## src/rtl/axis_bulk_packetizer.sv

```systemverilog
// Packetizes a continuous 8-bit AXI4-Stream into bulk-sized packets. The output
// packet ends at a MAX_PACKET boundary, on an upstream tlast, or on idle timeout
// or flush. One byte of lookahead (H) lets tlast always ride on a real data byte.
module axis_bulk_packetizer #(
  parameter int unsigned MAX_PACKET = 512,
  parameter int unsigned TIMEOUT    = 1024
) (
  input  logic       aclk,
  input  logic       aresetn,
  input  logic       s_axis_tvalid_i,
  output logic       s_axis_tready_o,
  input  logic       s_axis_tlast_i,
  input  logic [7:0] s_axis_tdata_i,
  output logic       m_axis_tvalid_o,
  input  logic       m_axis_tready_i,
  output logic       m_axis_tlast_o,
  output logic [7:0] m_axis_tdata_o,
  input  logic       flush_i
);

  localparam int unsigned CntW  = $clog2(MAX_PACKET);
  // Keep at least one bit so TIMEOUT == 0 still elaborates.
  localparam int unsigned IdleW = (TIMEOUT > 0) ? $clog2(TIMEOUT + 1) : 1;
  localparam logic [CntW-1:0]  CntLast = CntW'(MAX_PACKET - 1);
  localparam logic [IdleW-1:0] IdleMax = IdleW'(TIMEOUT);

  // Hold register (lookahead byte)
  logic            r_hv;
  logic [7:0]      r_hd;
  logic            r_hterm;
  // Output register driving the master port
  logic            r_ov;
  logic [7:0]      r_od;
  logic            r_olast;
  logic [CntW-1:0]  r_cnt;
  logic [IdleW-1:0] r_idle;

  logic            w_o_free;
  logic            w_timeout;
  logic            w_close;
  logic            w_h_move;
  logic            w_accept;
  logic [CntW-1:0] w_base;
  logic            w_term;

  assign w_o_free  = !r_ov || m_axis_tready_i;
  assign w_timeout = (TIMEOUT != 0) && (r_idle == IdleMax);
  assign w_close   = r_hv && !r_hterm && (flush_i || w_timeout);
  // Uses tvalid rather than the input handshake, so no combinational loop.
  assign w_h_move  = r_hv && w_o_free && (r_hterm || s_axis_tvalid_i || w_close);
  assign s_axis_tready_o = !r_hv || w_h_move;
  assign w_accept  = s_axis_tvalid_i && s_axis_tready_o;

  // A closing packet makes the incoming byte index 0 of the next packet.
  assign w_base = w_close ? '0 : r_cnt;
  assign w_term = (w_base == CntLast) || s_axis_tlast_i;

  assign m_axis_tvalid_o = r_ov;
  assign m_axis_tdata_o  = r_od;
  assign m_axis_tlast_o  = r_olast;

  // Hold register: load on accept, drain when its byte moves to O.
  always_ff @(posedge aclk or negedge aresetn) begin
    if (!aresetn) begin
      r_hv    <= 1'b0;
      r_hd    <= 8'h00;
      r_hterm <= 1'b0;
    end else if (w_accept) begin
      r_hv    <= 1'b1;
      r_hd    <= s_axis_tdata_i;
      r_hterm <= w_term;
    end else if (w_h_move) begin
      r_hv    <= 1'b0;
    end
  end

  // Output register: take the H byte, or empty on a downstream handshake.
  always_ff @(posedge aclk or negedge aresetn) begin
    if (!aresetn) begin
      r_ov    <= 1'b0;
      r_od    <= 8'h00;
      r_olast <= 1'b0;
    end else if (w_h_move) begin
      r_ov    <= 1'b1;
      r_od    <= r_hd;
      r_olast <= r_hterm || w_close;
    end else if (r_ov && m_axis_tready_i) begin
      r_ov    <= 1'b0;
    end
  end

  // Byte index within the packet of the next accepted byte.
  always_ff @(posedge aclk or negedge aresetn) begin
    if (!aresetn) begin
      r_cnt <= '0;
    end else if (w_accept) begin
      r_cnt <= w_term ? '0 : w_base + 1'b1;
    end else if (w_h_move && w_close) begin
      r_cnt <= '0;
    end
  end

  // Saturating idle counter for a pending non-terminating byte.
  always_ff @(posedge aclk or negedge aresetn) begin
    if (!aresetn) begin
      r_idle <= '0;
    end else if (w_accept || w_h_move) begin
      r_idle <= '0;
    end else if (r_hv && !r_hterm && !s_axis_tvalid_i && (r_idle != IdleMax)) begin
      r_idle <= r_idle + 1'b1;
    end
  end

endmodule
```

## config.mk

```make
export PLATFORM = sky130hd
export DESIGN_NAME = axis_bulk_packetizer
export DESIGN_NICKNAME = d
export VERILOG_FILES = /design/src/rtl/axis_bulk_packetizer.sv
export SDC_FILE = /design/constraint.sdc
export NUM_CORES = 1
export LEC_CHECK = 0
export CAP_MARGIN = 10
export CORE_MARGIN = 5
export CORE_UTILIZATION = 50
export DETAILED_ROUTE_END_ITERATION = 7
export GPL_ROUTABILITY_DRIVEN = 0
export GPL_TIMING_DRIVEN = 0
export MAX_ROUTING_LAYER = met4
export PLACE_DENSITY = 0.73
export SLEW_MARGIN = 20
export SYNTH_ARGS = -nofsm -noshare
export SYNTH_HDL_FRONTEND = slang
export SYNTH_SLANG_ARGS = --single-unit
```

## constraint.sdc

```tcl
create_clock -name aclk -period 4.1 [get_ports aclk]
set_clock_uncertainty 0.05 [all_clocks]
set_input_delay 1.23 -clock aclk [delete_from_list [all_inputs] [get_ports aclk]]
set_output_delay 1.23 -clock aclk [all_outputs]
set_load 0.03 [all_outputs]
```

# Word-level counts from Yosys, hierarchy flattened
# Cells that the tools add are included.
op_classes:
  mux: 10
  n_eq_ne: 3
  reduce_logical: 25
  n_addsub: 2
ops:
  columns: ["cell", "n"]
  rows:
  - ["two-way mux 9 bit", 4]
  - ["two-way mux 11 bit", 2]
  - ["adder 11 x 1 -> 11 bit, second input constant", 1]
  - ["equality test 11 bit, second input constant", 1]
  - ["inequality test 11 bit, second input constant", 1]
  - ["adder 9 x 1 -> 9 bit, second input constant", 1]
  - ["equality test 9 bit, second input constant", 1]
  - ["logical AND 1 bit", 9]
  - ["logical OR 1 bit", 8]
  - ["nonzero test 2 bit", 4]
  - ["logical NOT 1 bit", 4]
  - ["two-way mux 1 bit", 4]
word_totals:
  output_inout_bits: 11
  word_cells: 48
  regBits: 40
  input_bits: 14

# Longest topological paths before layout
depth:
  word_depth: 9
  mapped_depth: 16

# Worst setup path after synthesis
# No wires, ideal clock.
synth_path:
  path_kind: "input to register"
  start: "input flush_i"
  end: "register r_cnt[4]"
  slack_ns: 0.207
  path_buffers: 1
  arrival_ns: 3.761
  cell_stages: 13
  setup_ns: 0.082
  cell_sequence: "and3b_1 > a41oi_2 > buf_2 > and2_1 > ha_1 > and3_1 > and3_1 > and4_1 > ha_1 > nor3b_1 > nand2_1 > or3b_1 > a31oi_1"
synth_via:
  elab_chain_len: 7
  elab_cells_between_ends: 14
  classes_between: "add/sub: 1; eq/ne: 1; mux: 3; reduce/logical: 9"
synth_rtl:
  columns: ["item", "line", "text"]
  rows:
  - ["from (decl)", "18", "input logic flush_i"]
  - ["logical OR 1 bit *", "48", "assign w_close = r_hv && !r_hterm && (flush_i || w_timeout);"]
  - ["logical AND 1 bit *", "48", null]
  - ["parallel branches: the longest is 5 deep, another holds adder 9 x 1 -> 9 bit", null, null]
  - ["to (signal assigned)", "97", "r_cnt <= w_term ? '0 : w_base + 1'b1;"]
  - ["to (decl)", "35", "logic [CntW-1:0] r_cnt;"]
# Every way passes the cells marked *.
# A chain may end at the register's enable or synchronous reset.

# Worst setup path after layout
layout_path:
  start: "input flush_i"
  end: "register r_cnt[7]"
# The elaborated chain is that of the path after synthesis.

==> run summary <==
The worst hold path begins at r_hd[4]. The post-synthesis sequential element count was 40; the area growth from synthesis to layout was 24.5%. The worst hold endpoint is m_axis_tdata_o[4]. The largest fanout on the critical path is 9, and the share of the clock period used by the worst path after layout is 99.1%. The dominant synthesized flop cell is sky130_fd_sc_hd__dfrtp_1.

For the total via count after detailed routing, the log shows 1567. The worst hold path stage count came out at 1. The root cell of the clock tree is sky130_fd_sc_hd__clkbuf_8. The logs give 0 for the number of hold buffers added after cts and 981 sq um for the area of the multi-input gates.

The number of nets handed over by synthesis was 195. On the critical path, the stage with the largest delay is an instance of sky130_fd_sc_hd__or3b_1. The worst-case reg-to-reg path depth works out to 15.

The first global-routing pass estimated 7760 microns of wire. The initial utilization of the core area, before any placement, comes to 50.7%. For the number of remaining DRC errors, the log shows 0. The H-tree was split into 2 levels. The worst setup path is captured at a flop. The tools report the count of nets left with antenna violations after detail routing as 0.

The tools report the area of all sequential standard cells as 0.00100 sq mm. By area the synthesized netlist is led by sky130_fd_sc_hd__dfrtp_1 50%, sky130_fd_sc_hd__mux2_2 9.0%, sky130_fd_sc_hd__a31oi_1 3.4%. Sequential cells were found to cover 50.0% of the synthesized design area. The share of synthesized flip-flops with an asynchronous set or reset came out at 100%. For this block, the routed nets add up to 4630 microns of wire. Combined area of all synthesized cells: 0.00200 sq mm. After clock tree synthesis, the clock-pin slew on the worst setup and hold paths is 0.08 ns.

The number of different library cells used by synthesis comes to 43. The flow ran to the end, and the final reports show no timing, DRC or antenna violations. The tools report the endpoint of the most critical register-to-register path as r_cnt[7]. Dividing the detail-routed wire length by the instance count gives 17.5 microns. STA classifies the critical path startpoint as an input port. For the pin with the worst max-slew slack, the measured transition is 0.418 ns. Number of vias per cell: 5.91. The via count of the first global-routing pass is 1636. The logs give 72.1% for the remaining max-slew budget at the tightest pin and 233 for the post-layout net count. The worst setup path category is input port to flop. At the worst endpoint, the required time is 4.26 ns. For the CTS sink count, the log shows 40. For the setup slack of the critical path after layout, the log shows 0.0384 ns. TritonCTS built the clock tree. The areal power density over the cells is 449 mW/mm^2.

After synthesis, the most frequently instantiated cells are 40 x sky130_fd_sc_hd__dfrtp_1, 16 x sky130_fd_sc_hd__mux2_2, 11 x sky130_fd_sc_hd__a31oi_1. Counting along the longest clock path gives a buffer depth of 2. Timing would allow up to 0.246 GHz.

The shortest clock period the worst path allows after layout is 4.06 ns, and the first-pass detailed-route iteration total is 4. In this run, synthesis inferred 0 flip-flops with an integrated enable. Summed over all failing endpoints, the final setup total negative slack is 0 ns. The violation count after the first detailed-routing iteration is 153, and the number of warnings reported in the yosys synthesis log is 0. Global routing finished with a remaining overflow of 0. Counting the fill cells in the layout gives 316. Once detailed placement completed, the half-perimeter wirelength came to 3230 microns. sky130_fd_sc_hd__dfrtp_1 takes more of the synthesized area than any other cell. The tools report the count of final setup violators as 0. The pre-CTS setup slack came out at -0.739 ns. sky130_fd_sc_hd__dfrtp_1 is the most common cell in the netlist. The die covers 0.00537 sq mm. Entering global routing, the biggest net connects 29 pins. Data on the critical path arrives at its endpoint at 4.22 ns. Max-cap violations in this run came to 0. The number of hold violations in the final report was 0. In this design, the largest share of critical-path delay is due to simple AND/OR/NAND/NOR gates. In this design, the stage delay of the slowest critical-path cell is 0.39 ns. The reported leakage power was 1.06 nW.

The logs give 19.2% for the global-route usage over all layers and 0.29 ns for the source-to-sink clock delay at the later pin of the worst-skew pair. The floorplan has 23 rows. The worst register-to-register path begins at r_idle[0]. The worst vdd rail ir drop was 0.392 mV; the antenna diode instance count was 0. The number of I/O pins is 25, and the mean cell area of the mapped netlist is 11.3 sq um.

Counting both buffers and inverters, the worst setup path holds a total of 2. Cells with a size suffix above 1 make up 23.7% of the layout. The worst min-delay path category is flop to flop. After synthesis, the largest area contributor takes up 50.0% of total cell area. The vertical die dimension works out to 73.3 microns. The initial antenna violation count is 0, and the final-report max-slew violation count is 0.

The core region is 0.00394 sq mm. The CTS buffer count was 5; the slack of the worst reg-to-reg path was 0.32 ns. Walking the worst path, the cells encountered are dlygate4sd2_1 > and3b_2 > a41oi_4 > buf_6 > and2_1 > ha_1 > and3_1 > and3_1 > and4_1 > ha_1 > nor3b_4 > nand2_2 > or3b_1 > a31oi_1.

From left edge to right edge, the die measures 73.3 microns. The post-synthesis instance total is 177, and the number of I/O port buffers is 24.
-- per-stage QoR --
| stage | power (mW) | std cells | area, sq um | utilization, % | hold slack [ns] |
|---|---|---|---|---|---|
| final | 1.12 | 265 | 2490 | 63.2 | 0.459 |
| after global routing | 1.18 | 265 | 2490 | 63.2 | 0.472 |
| after CTS | 1.12 | 263 | 2450 | 62.2 | 0.458 |
| after detailed placement | 0.861 | 252 | 2320 | 58.8 | 0.443 |
| after global placement | 0.844 | 251 | 2300 | 58.4 | 0.414 |
| after floorplan | 0.714 | 177 | 2000 | - | 0.393 |
-- metal layers --
layer	track usage [%]	wire length, microns
met4	6.15	90
met2	31.4	2390
met1	22.8	1920
met3	5.75	234
met5	-	0
-- how the worst max path moves through the flow --
stage                               start              end  slack [ns]  cells after the start
after floorplan                   flush_i         r_cnt[4]        0.21                     13
after global placement            flush_i         r_cnt[7]       -0.62                     14
after detailed placement          flush_i         r_cnt[4]       -0.74                     14
after CTS                 m_axis_tready_i  s_axis_tready_o       0.005                      7
after global routing              flush_i         r_cnt[4]       -0.08                     14
final                             flush_i         r_cnt[7]        0.04                     14
-- cell usage in the layout, fill, tap and decap left out, types with 6 or more instances in the layout --
cell type and instances:
sky130_fd_sc_hd__nand2_1 8, sky130_fd_sc_hd__o21ai_0 7, sky130_fd_sc_hd__clkdlybuf4s50_1 21, sky130_fd_sc_hd__nand3_1 9, sky130_fd_sc_hd__buf_4 6, sky130_fd_sc_hd__dfrtp_1 40
sky130_fd_sc_hd__a31oi_1 11, sky130_fd_sc_hd__nor2_1 10, sky130_fd_sc_hd__mux2_2 16
-- what timing repair did --
item                       CTS  global route
pin swaps                    5             1
setup endpoints to repair   11             7
setup buffers                4             2
resized for setup           10             8
-- cell families (layout without fill, tap and decap cells) --
| kind of cell | Yosys count | count (layout) | share of synthesized area, % |
|---|---|---|---|
| adder cells (fa/ha/maj) | 4 | 4 | 2.50 |
| multiplexers | 17 | 17 | 9.51 |
| AND/OR/NAND/NOR | 66 | 66 | 21.3 |
| XOR/XNOR | 6 | 6 | 2.63 |
| buffers and inverters | 10 | 48 | 2.88 |
| flip-flops | 40 | 40 | 50.0 |
| AO/OA/AOI/OAI | 34 | 34 | 11.2 |
-- power breakdown --
| group | internal, mW | total, mW | switching (mW) |
|---|---|---|---|
| Combinational | 0.171 | 0.363 | 0.192 |
| Sequential | 0.459 | 0.506 | 0.0464 |
| Clock | 0.115 | 0.249 | 0.134 |
| Total | 0.745 | 1.12 | 0.372 |
-- area by class of cell --
class | count | share of cell area (%)
clock inverters | 2 | 0.503
flip-flops and latches | 40 | 40.2
repair buffers | 31 | 11.8
well taps | 50 | 2.51
plain buffers | 6 | 2.21
inverters | 4 | 0.603
multi-input cells | 127 | 39.4
clock buffers | 5 | 2.76
-- flip-flops by register name, indices dropped and copies added (netlist names) --
name	flops
r_hd	8
m_axis_tlast_o	1
r_idle	11
r_cnt	9
m_axis_tvalid_o	1
m_axis_tdata_o	8
r_hterm	1
r_hv	1
(Power assumes the default switching activity.)
==> variant, RTL diff (same flow settings) <==
Make the reset (`aresetn`) synchronous in 4 clocked blocks.
--- a/src/rtl/axis_bulk_packetizer.sv
+++ b/src/rtl/axis_bulk_packetizer.sv
@@ -62,3 +62,3 @@
   // Hold register: load on accept, drain when its byte moves to O.
-  always_ff @(posedge aclk or negedge aresetn) begin
+  always_ff @(posedge aclk) begin
     if (!aresetn) begin
@@ -77,3 +77,3 @@
   // Output register: take the H byte, or empty on a downstream handshake.
-  always_ff @(posedge aclk or negedge aresetn) begin
+  always_ff @(posedge aclk) begin
     if (!aresetn) begin
@@ -92,3 +92,3 @@
   // Byte index within the packet of the next accepted byte.
-  always_ff @(posedge aclk or negedge aresetn) begin
+  always_ff @(posedge aclk) begin
     if (!aresetn) begin
@@ -103,3 +103,3 @@
   // Saturating idle counter for a pending non-terminating byte.
-  always_ff @(posedge aclk or negedge aresetn) begin
+  always_ff @(posedge aclk) begin
     if (!aresetn) begin
Behaviour: differs if aresetn is asserted again (counterexample within 4 cycles, from zero or initial values and one cycle with aresetn low); with aresetn held inactive, the same outputs for 10 cycles.
==> variant against the unedited design <==
- global-route usage is 0.078 points higher
- area after synthesis fell by 1.6%
- worst hold slack lost 0.053 ns
- synthesized cell count increased by 31%
- sequential cell count is the same
- cell area fell by 3.8%
- first-iteration DRC count rose by 16%
- setup slack better by 0.18 ns
- highest routed layer unchanged
- routed wire length decreased by 1.9%
Power is not compared: it rests on default switching activity, and its combinational part moved more than twofold at a synthesized area within 25%.
==> variant: results (changes against the unedited design) <==
Final layout
  • Largest regs: r_idle x11, r_cnt x9
  • # fillers: 337 (+6.6%)
  • Fraction of layout cells with a size suffix above 1: 9.09% (-15 points)
  • Total Nets Final: 281 (+21%)

Critical path
  • Critical path fanouts, max: 10 (+1)
  • CP arrival: 2.60 ns (-1.62 ns)

Logic synthesis
  • Ys async rst share: 0% (-100 points)
  • Post-synthesis mux area share: 0.508% (-9.0 points)
  • Syn_nets: 250 (+28%)
  • Seq/Total Area, Yosys: 40.7% (-9.4 points)
  • Cell taking the most area after synthesis: dfxtp_1
  • Compound-Gate Fraction of Synth Area: 21.6% (+10 points)
  • Distinct cells, synth: 46 (+7.0%)
  • Synth Area in Adders: 2.54% (+0.040 points)
  • Syn_area_per_cell: 8.49 µm² (-25%)
  • Most frequent cells after synthesis: 40 x dfxtp_1, 23 x a21oi_1, 23 x nand3_1

Place
  • Dpl hpwl: 3230 µm (about the same)
  • Placed insts: 303 (+20%)
  • # port buffers: 23 (-4.2%)

Detailed routing
  • WL per Instance: 14.6 µm (-17%)
  • Drt initial violations: 178 (+16%)
  • Drt total wl: 4540 µm (-1.9%)

Global route
  • Vias in the first global route: 1688 (+3.2%)
  • Total track usage: 19.3% (+0.078 points)
  • First-pass GRT wire length: 7800 µm (+0.45%)

Status
  • Outcome: finished, final reports clean
variant: timing repair:
item | 4_1_cts | 5_1_grt
endpoints found under the hold margin | 0 | 0
buffers inserted | 0 | 1
pin swaps | 0 | 0
endpoints found under the setup margin | 2 | 5
gates resized for setup | 5 | 6
variant: final timing paths:
check                  startpoint         endpoint  slack [ns]  depth (start not counted)
hold / removal            r_hd[0]          r_hd[0]        0.41                          2
hold reg to reg           r_hd[0]          r_hd[0]        0.41                          2
setup / recovery  m_axis_tready_i  s_axis_tready_o        0.22                          6
setup reg to reg        r_idle[0]         r_cnt[2]        0.80                         15
variant: routing by layer:
layer | vias up | GRT usage [%] | part of all wire [%] | wire length (µm)
met5 | - | - | 0 | 0
met4 | 0 | 8.61 | 2.2 | 99
met3 | 10 | 3.99 | 4.6 | 207
met2 | 35 | 29.3 | 46 | 2110
met1 | 831 | 24.7 | 47 | 2130
li1 | 913 | - | - | -
variant: report_power, final:
part	leakage [µW]	switching, µW	total, µW	internal, µW
combinational	0.000443	57.8	96.6	38.8
clock	0.0000552	141	322	181
sequential	0.000325	6.44	405	399
total	0.000823	206	824	618
variant: cell type report:
cell class              count  share of cell area, %
plain buffers              10                   1.98
inverters                  11                   1.72
well taps                  48                   2.51
clock buffers               6                   3.03
repair buffers             24                   9.71
flip-flops and latches     40                   33.4
multi-input cells         171                   46.2
clock inverters             2                   1.46
variant: critical path, cell delays in order:
cell and delay, ns:
clkdlybuf4s50_1 0.48, nand2b_1 0.19, nand2_1 0.11, buf_2 0.20
o21ai_2 0.17, buf_2 0.22
variant: kinds of logic after synthesis:
group	after synthesis
simple gates	93
xor+xnor	10
fa+ha+maj	4
compound gates	63
flops	40
mux	1
buf+inv	21
variant: through the flow:
step,instance area (µm²),worst slack [ns],power [µW],TNS [ns]
after global placement,2260,-0.423,507,-2.07
after floorplan,1970,0.494,472,0
after detailed placement,2260,-0.405,509,-2.01
after CTS,2380,0.0505,827,0
after global routing,2400,0.0370,856,0
final,2400,0.223,824,0
